### config.mk
export PLATFORM = sky130hd
export DESIGN_NAME = alu_arbiter
export DESIGN_NICKNAME = d
export VERILOG_FILES = /design/src/rtl/alu_arbiter.sv
export SDC_FILE = /design/constraint.sdc
export NUM_CORES = 1
export LEC_CHECK = 0
export ABC_AREA = 1
export CORE_UTILIZATION = 25
export CTS_CLUSTER_DIAMETER = 60
export CTS_CLUSTER_SIZE = 8
export DETAILED_ROUTE_END_ITERATION = 7
export GPL_TIMING_DRIVEN = 0
export PLACE_DENSITY_LB_ADDON = 0.2
export SKIP_CTS_REPAIR_TIMING = 1
export SLEW_MARGIN = 25
export SYNTH_ARGS = -nofsm -noshare
export SYNTH_HDL_FRONTEND = slang
export SYNTH_SLANG_ARGS = --single-unit
export TNS_END_PERCENT = 10
### constraint.sdc
create_clock -name clk -period 3 [get_ports clk]
set_input_delay 0.45 -clock clk [delete_from_list [all_inputs] [get_ports clk]]
set_output_delay 0.45 -clock clk [all_outputs]
set_load 0.1 [all_outputs]
### src/rtl/alu_arbiter.sv
// ============================================================================
// alu_arbiter : two-channel round-robin front end for one external 4-bit ALU
// Revision    : 1.0
// ============================================================================
`default_nettype none

module alu_arbiter #(
  parameter int RR_INIT = 0
) (
  input  logic       clk,
  input  logic       rst_n,
  input  logic [1:0] req_valid,
  output logic [1:0] req_ready,
  input  logic [3:0] req_a0,
  input  logic [3:0] req_a1,
  input  logic [3:0] req_b0,
  input  logic [3:0] req_b1,
  input  logic [1:0] req_op,
  output logic [1:0] rsp_valid,
  input  logic [1:0] rsp_ready,
  output logic [3:0] rsp_result,
  output logic       rsp_zero,
  output logic       rsp_c,
  output logic       rsp_overflow,
  output logic [3:0] alu_a,
  output logic [3:0] alu_b,
  output logic [2:0] alu_mod,
  input  logic [3:0] alu_result,
  input  logic       alu_zero,
  input  logic       alu_c,
  input  logic       alu_overflow
);

  typedef enum logic [1:0] {
    S_IDLE = 2'd0,
    S_EXEC = 2'd1,
    S_RESP = 2'd2
  } state_t;

  state_t     r_state;
  state_t     w_state_nxt;
  logic       r_ptr;
  logic       r_cur_ch;
  logic       r_cur_op;
  logic [3:0] r_cur_a;
  logic [3:0] r_cur_b;
  logic [3:0] r_res;
  logic       r_zero;
  logic       r_c;
  logic       r_ovf;

  logic       w_any;
  logic       w_gnt;
  logic       w_req_hs;
  logic       w_capture;

  // Priority channel wins a tie; otherwise the lone requester wins.
  always_comb begin
    w_any = |req_valid;
    if (&req_valid) begin
      w_gnt = r_ptr;
    end else begin
      w_gnt = ~req_valid[0];
    end
  end

  always_comb begin
    w_state_nxt = r_state;
    req_ready   = 2'b00;
    rsp_valid   = 2'b00;
    alu_a       = 4'h0;
    alu_b       = 4'h0;
    alu_mod     = 3'b111;
    w_req_hs    = 1'b0;
    w_capture   = 1'b0;
    case (r_state)
      S_IDLE: begin
        if (w_any) begin
          req_ready[w_gnt] = 1'b1;
          w_req_hs         = 1'b1;
          w_state_nxt      = S_EXEC;
        end
      end
      S_EXEC: begin
        alu_a       = r_cur_a;
        alu_b       = r_cur_b;
        alu_mod     = {2'b00, r_cur_op};
        w_capture   = 1'b1;
        w_state_nxt = S_RESP;
      end
      S_RESP: begin
        rsp_valid[r_cur_ch] = 1'b1;
        if (rsp_ready[r_cur_ch]) begin
          w_state_nxt = S_IDLE;
        end
      end
      default: begin
        w_state_nxt = S_IDLE;
      end
    endcase
  end

  always_ff @(posedge clk or negedge rst_n) begin
    if (!rst_n) begin
      r_state  <= S_IDLE;
      r_ptr    <= 1'(RR_INIT);
      r_cur_ch <= 1'b0;
      r_cur_op <= 1'b0;
      r_cur_a  <= 4'h0;
      r_cur_b  <= 4'h0;
      r_res    <= 4'h0;
      r_zero   <= 1'b0;
      r_c      <= 1'b0;
      r_ovf    <= 1'b0;
    end else begin
      r_state <= w_state_nxt;
      if (w_req_hs) begin
        r_ptr    <= ~w_gnt;
        r_cur_ch <= w_gnt;
        r_cur_op <= req_op[w_gnt];
        r_cur_a  <= w_gnt ? req_a1 : req_a0;
        r_cur_b  <= w_gnt ? req_b1 : req_b0;
      end
      if (w_capture) begin
        r_res  <= alu_result;
        r_zero <= alu_zero;
        r_c    <= alu_c;
        r_ovf  <= alu_overflow;
      end
    end
  end

  assign rsp_result   = r_res;
  assign rsp_zero     = r_zero;
  assign rsp_c        = r_c;
  assign rsp_overflow = r_ovf;

endmodule

`default_nettype wire

==> results summary, run 1 <==
The floorplan step defined a core boundary enclosing approximately 4100 um^2. The largest net degree at the start of global routing came out at 21. The starting DRC count in detailed routing is 34. The depth of the critical timing path with buffers and inverters included is 5. The insertion delay of the later-clocked pin in the worst-skew pair is 0.25 ns. The final clock skew is 0.002146 ns. The data required time of the critical path is 2.55 ns. The placement row count came out at 23. The path type of the worst setup path is flop to output pin. STA classifies the critical path startpoint as a flop. The total of buffers placed on input and output ports is 52.

After clock tree synthesis, the clock-pin slew on the worst setup and hold paths is 0.07 ns. The final number of hold-violating endpoints came to 0. Hold timing on the final database bottoms out at a slack of 0.1325 ns. The peak fanout along the critical path is 11. In this run the count of I/O pins placed on the die edge is 53. The area growth from synthesis to layout came out at 59.49%. Leaving out fill and tap cells, the most frequent cells in the layout are nand2_1, clkdlybuf4s50_1, dfrtp_1. The post-synthesis average cell area came out at around 7.6 um^2.

TritonCTS built the clock tree. The post-synthesis instance area came out at approximately 1100 um^2. The count of clock tree sinks is 20. The headroom to the max-slew limit came out at 0.3404. The via count of the first global-routing pass is approximately 1000. The total iterations of the first detailed-routing run is 3.

Walking the worst path, the cells encountered are inv_2, nand2_2, buf_2, nor2_1, clkdlybuf4s50_1. The kind of end point of the critical path is an output pin. In the finished design, the share of the clock period the worst path needs comes to 0.9649.

Setup repair after global routing left no endpoint under its margin. The number of max-slew violations in the final report was 0. The fraction of final layout cells with drive strength greater than 1 is 0.1307. The longest clock path from root to sink contains 2 buffers. With fillers left out, the area of the finished cells amounts to 1724 um^2. The via density per instance is 4.169.

Setup violations remaining at the end of the flow were counted as 0. STA puts the critical path data arrival time at 2.44 ns. The die footprint is 4591 um^2.

Of all cell types, the one taking the most synthesized area is dfrtp_1. The sequential share of the synthesized area is 0.4630. After routing, the total negative slack on setup checks comes to 0 ns. Together, buffers and inverters on the worst path number 3. Based on the critical path, the design can be clocked at up to 345.5 MHz. The DRC violation count after routing is 0.

The wire-length estimate of the detail-placed layout is 1.966 mm. Dividing the detail-routed wire length by the instance count gives 10.28 um. The overall overflow remaining after global route came out at 0.

The shortest clock period the worst path allows after layout is about 2.9 ns. The remaining antenna violation count after routing is 0. The number of inserted diodes is 0. The net count of the finished layout is 231.

The most frequent standard cell in the layout excluding fill and tap cells is nand2_1. The first global-routing pass estimated 4.264 mm of wire. The final RePlAce weighted congestion is 0.6884. The number of antenna violations at the first check in global routing came to 0. The count of mapped cells out of synthesis is 143.

The via count of the routed design is 1038. The tightest min-delay check is of the primary input to asynchronous set/reset pin type. The total nets after synthesis is 174. The tool flagged a number of max-cap violations equal to 0. Summed over all layers, the routed wires come to 2.559 mm. The number of buffers added by the clock tree synthesis step came out at 3.

The fraction of synthesized cell area taken by the top area cell type came out at 0.4630. The flow ran to the end, and the final reports show no timing, DRC or antenna violations. Grouping stages by cell kind, the critical path spends the most delay in buffers and inverters.

The number of library cell types mapped by synthesis is 17. The instance area at placement came out at 1664 um^2. The slowest stage of the critical path is the clkdlybuf4s50_1 cell. In this run the horizontal extent of the chip is 67.76 um. The count of state elements after synthesis is 20.

The number of cells traversed by the worst register-to-register path came out at 4. The actual slew at the worst max-slew pin is 0.9863 ns. The number of warnings issued by yosys is 0. The highest cell delay on the worst timing path is 1.14 ns. Clock tree synthesis selected as its root buffer the cell clkbuf_8.

The initial core utilization is 0.2645. Yosys attributes the largest share of cell area to dfrtp_1, nand2_1, nand3_1, inv_1, nor2_1. Across every metal layer, demand over resource in global routing totals 0.1235. The count of H-tree levels built during CTS is 1. The die is 67.76 um tall.
-- cell families (layout without fill, tap and decap cells) --
kind of cell / count (synthesis) / in the layout / synth area share
buffers and inverters: 24 / 80 / 0.1123
DFF: 20 / 20 / 0.4630
AOI/OAI and AO/OA: 1 / 1 / 0.004625
and+or+nand+nor: 98 / 98 / 0.4201
-- state kept, by name, summed over array words and instances (netlist names) --
| signal | count |
|---|---|
| rsp_c | 1 |
| rsp_result | 4 |
| r_cur_op | 1 |
| r_state | 2 |
| rsp_zero | 1 |
| r_cur_ch | 1 |
| r_ptr | 1 |
| r_cur_a | 4 |
| rsp_overflow | 1 |
| r_cur_b | 4 |
-- synth_stat cells, drive strengths merged --
cell and instances:
nand2 63, dfrtp 20, inv 18, nand3 17, nor2 14, buf 6
nand3b 3, o21ai 1, or2 1
-- area by class of cell --
| type | count | area, um^2 |
|---|---|---|
| Sequential cell | 20 | 500.5 |
| Timing Repair Buffer | 52 | 525.5 |
| Multi-Input combinational cell | 99 | 459.2 |
| Tap cell | 50 | 62.56 |
| Inverter | 18 | 67.56 |
| Clock buffer | 4 | 55.05 |
| Buffer | 6 | 53.80 |
| Fill cell | 407 | 2362 |
-- metal layers --
metal / track usage / routed length, um / part of all wire
met5: 0 / 0 / 0
met4: 0.03989 / 38 / 0.015
met3: 0.02872 / 175 / 0.068
met2: 0.2178 / 1161 / 0.45
met1: 0.1453 / 1184 / 0.46
-- metrics by stage --
step | utilization | setup WS (ns) | instances
final | 0.4219 | 0.1053 | 249
after global routing | 0.4219 | 0.002304 | 249
after CTS | 0.4207 | -0.07225 | 249
after detailed placement | 0.4072 | -0.06777 | 245
after global placement | 0.4072 | -0.05025 | 245
after floorplan | - | 0.2524 | 143
-- worst reg2reg max path: cells and delay by family, from the launching register on --
kind,cells,cell delay [ns]
buffers and inverters,2,0.41
DFF,1,0.38
and+or+nand+nor,2,0.24
-- final timing paths --
path	to	startpoint	slack, ns
max in group asynchronous	r_ptr	rst_n	2.56
min in group clk	r_cur_op	r_cur_op	0.48
setup / recovery	alu_a[3]	r_state[1]	0.11
hold / removal	rsp_result[3]	rst_n	0.13
setup reg to reg	r_state[1]	r_state[0]	1.86
hold reg to reg	r_cur_op	r_cur_op	0.48
Power of run 1 is left out: the tool's default activity adds up to more than one toggle a clock period on the data nets, which glitch-free logic cannot reach.
==> run 2, diff against run 1 <==
ABC_CLOCK_PERIOD_IN_PS = 3000   (was unset)
==> results of run 2 <==
Same layout as run 1: the final DEF is identical, and so are final timing and power.
Power of run 2 is left out for the same reason.
==> run 3, diff against run 2 <==
SLEW_MARGIN = 20   (was 25)
==> run 3 against run 2 <==
Setup slack lost 0.00059 ns. Cell count unchanged. Critical path depth stayed put. Final area rose by 0.29%. Sequential share of layout area shrank 0.084 points. Via count about the same. Core utilization rose by 0.12 points. Die area stayed put. Global-route usage stayed put. Sequential cell count is the same. Wire length hardly changed. Critical path type unchanged. Clock skew unchanged.
==> results summary, run 3 (same netlist as run 1, synthesis figures left out) <==
The final RePlAce weighted congestion came out at just under 0.7. The largest net degree at the start of global routing is 21. Traced cell by cell, the critical path runs through inv_2, nand2_2, buf_2, nor2_1, clkdlybuf4s50_1. Setup repair after global routing left no endpoint under its margin. The number of inserted diodes came out at 0. The die covers about 4600 um^2. The number of buffers and inverters on the critical path is 3.

Summed over all nets, wire length on met3 after detailed routing comes to approximately 180 um. The total of buffers placed on input and output ports came out at 52. The chip width came out at 67.76 um. The detailed router put a total of 1.186 mm of wire on met1. The run finished with clean final reports. The most frequent standard cell in the layout excluding fill and tap cells is nand2_1. The first TritonRoute pass finished after 3 iterations. The data required time of the critical path is 2.55 ns. The most critical setup path has its endpoint at alu_a[3]. Of the cells placed in the final design, the portion with a size suffix greater than 1 is 0.1256. The aggregate routed wire length came out at 2.560 mm.

The starting DRC count in detailed routing came out at 34. During I/O placement, the number of pins put on the boundary was 53. The number of max-slew violations in the final report came out at 0. The cell sitting at the root of the clock tree is a clkbuf_8. The worst register-to-register path ends at r_state[1]. The insertion delay of the later-clocked pin in the worst-skew pair is 0.25 ns. The reg-to-reg critical path startpoint is r_state[0].

The final layout contains between 200 and 250 nets. The worst hold-check path type is flop to flop. The register area came out at 500.5 um^2. The depth of the critical timing path with buffers and inverters included came out at 5.

The met2 wire length is 1.159 mm. The final clock skew came out at 0.002146 ns. The number of buffers added by the clock tree synthesis step came out at 3. The final core area utilization came out at 0.4231. The number of endpoints failing setup at the final stage came out at 0. The path type of the worst setup path is flop to output pin. The overall track demand over capacity in global routing is 0.1235. The initial utilization of the core area, before any placement, comes to 0.2645.

The via density per instance is 4.165. The layout has 406 filler cells. The internal reg-to-reg setup slack came out at 1.86 ns.

After legalization and detailed placement, the total HPWL measured 1.966 mm. The setup TNS came out at 0 ns. The kind of cell adding the most delay to the critical path is buffers and inverters. The cell at the slowest stage of the critical path is clkdlybuf4s50_1. The shortest clock period the worst path allows after layout came out at 2.895 ns.

The number of placed instances, taps included is 245. The uppermost signal routing layer after detailed routing is met4. The library cells used most frequently in the layout, excluding fill and tap cells, are nand2_1, clkdlybuf4s50_1, dfrtp_1.

The area growth from synthesis to layout came out at 59.95%. The wire length of the first global-routing pass came out at ~4.3 mm. TritonCTS built the clock tree. The vertical extent of the die came out at around 68 um. The remaining antenna violation count after routing is 0. The area of the core came out at 4086 um^2. The per-cell routed wire length is 10.28 um. The maximum operating frequency is between 300 and 400 MHz.

The final number of hold-violating endpoints is 0. The area taken by multi-input logic gates is 459.2 um^2. The headroom to the max-slew limit came out at 0.3404.

The DRC violation count after routing is 0. The data arrival at the endpoint of the critical path is 2.45 ns. The overall overflow remaining after global route came out at 0. The worst hold slack is 0.4762 ns.

In the finished design, the share of the clock period the worst path needs comes to 0.9651. The actual slew at the worst max-slew pin came out at 0.9863 ns. Clock-pin slew was measured on the worst setup and hold paths at 0.07 ns. CTS built an H-tree with a depth of 1. In this run the worst setup path begins at r_state[1]. The count of clock tree sinks came out at 20. The placement row count is 23. The final cell count without fillers is 249. STA classifies the critical path endpoint as an output pin. The highest cell delay on the worst timing path is around 1.1 ns.

The via count of the first global-routing pass came out at ~1000. No sink is reached through more buffers than the 2 on the longest clock path. The peak fanout along the critical path came out at 11. The number of antenna violations at the first check in global routing was 0. The number of maximum-capacitance constraint violations is 0. The routed layout has 1037 vias. The number of cells traversed by the worst register-to-register path came out at 4. The critical path startpoint category is a flop.
==> run 3: cell count changes in the layout (fill, tap and decap cells not counted) <==
cell and change:
buf_2 -1, clkdlybuf4s50_1 +1
==> run 3: through the flow <==
| stage | area [um^2] | setup slack [ns] |
|---|---|---|
| 3_3_place_gp | 1664 | -0.05025 |
| 3_5_place_dp | 1664 | -0.06777 |
| 4_1_cts | 1719 | -0.07225 |
| 2_1_floorplan | 1081 | 0.2524 |
| 6_report | 1729 | 0.1047 |
| 5_1_grt | 1729 | 0.002304 |
==> run 3: area by class of cell <==
cell class                 count  area share
buffer                         6     0.03111
clock buffer                   4     0.03184
inverter                      18     0.03907
multi-input combinational     99      0.2656
sequential                    20      0.2894
tap                           50     0.03618
timing repair buffer          52      0.3068
==> run 3: worst min path at each step <==
stage / cells after the start / endpoint / startpoint / slack, ns
2_1_floorplan: 0 / r_cur_a[0] / rst_n / 0.15
6_report: 2 / r_cur_op / r_cur_op / 0.48
5_1_grt: 2 / rsp_result[2] / rsp_result[2] / 0.49
4_1_cts: 2 / rsp_result[2] / rsp_result[2] / 0.48
3_3_place_gp: 2 / rsp_overflow / rsp_overflow / 0.45
3_5_place_dp: 2 / rsp_result[2] / rsp_result[2] / 0.46
==> run 3: layer usage <==
metal,track usage,vias to the layer above
met2,0.2178,41
li1,-,539
met4,0.03989,0
met5,0,-
met1,0.1453,453
met3,0.02872,4
==> run 3: tightest hold or removal path, cell delays in order, from the launching register on <==
cell	delay (ns)
dfrtp_1	0.34
nand2_1	0.05
nand2_1	0.05
Power of run 3 is left out for the same reason.
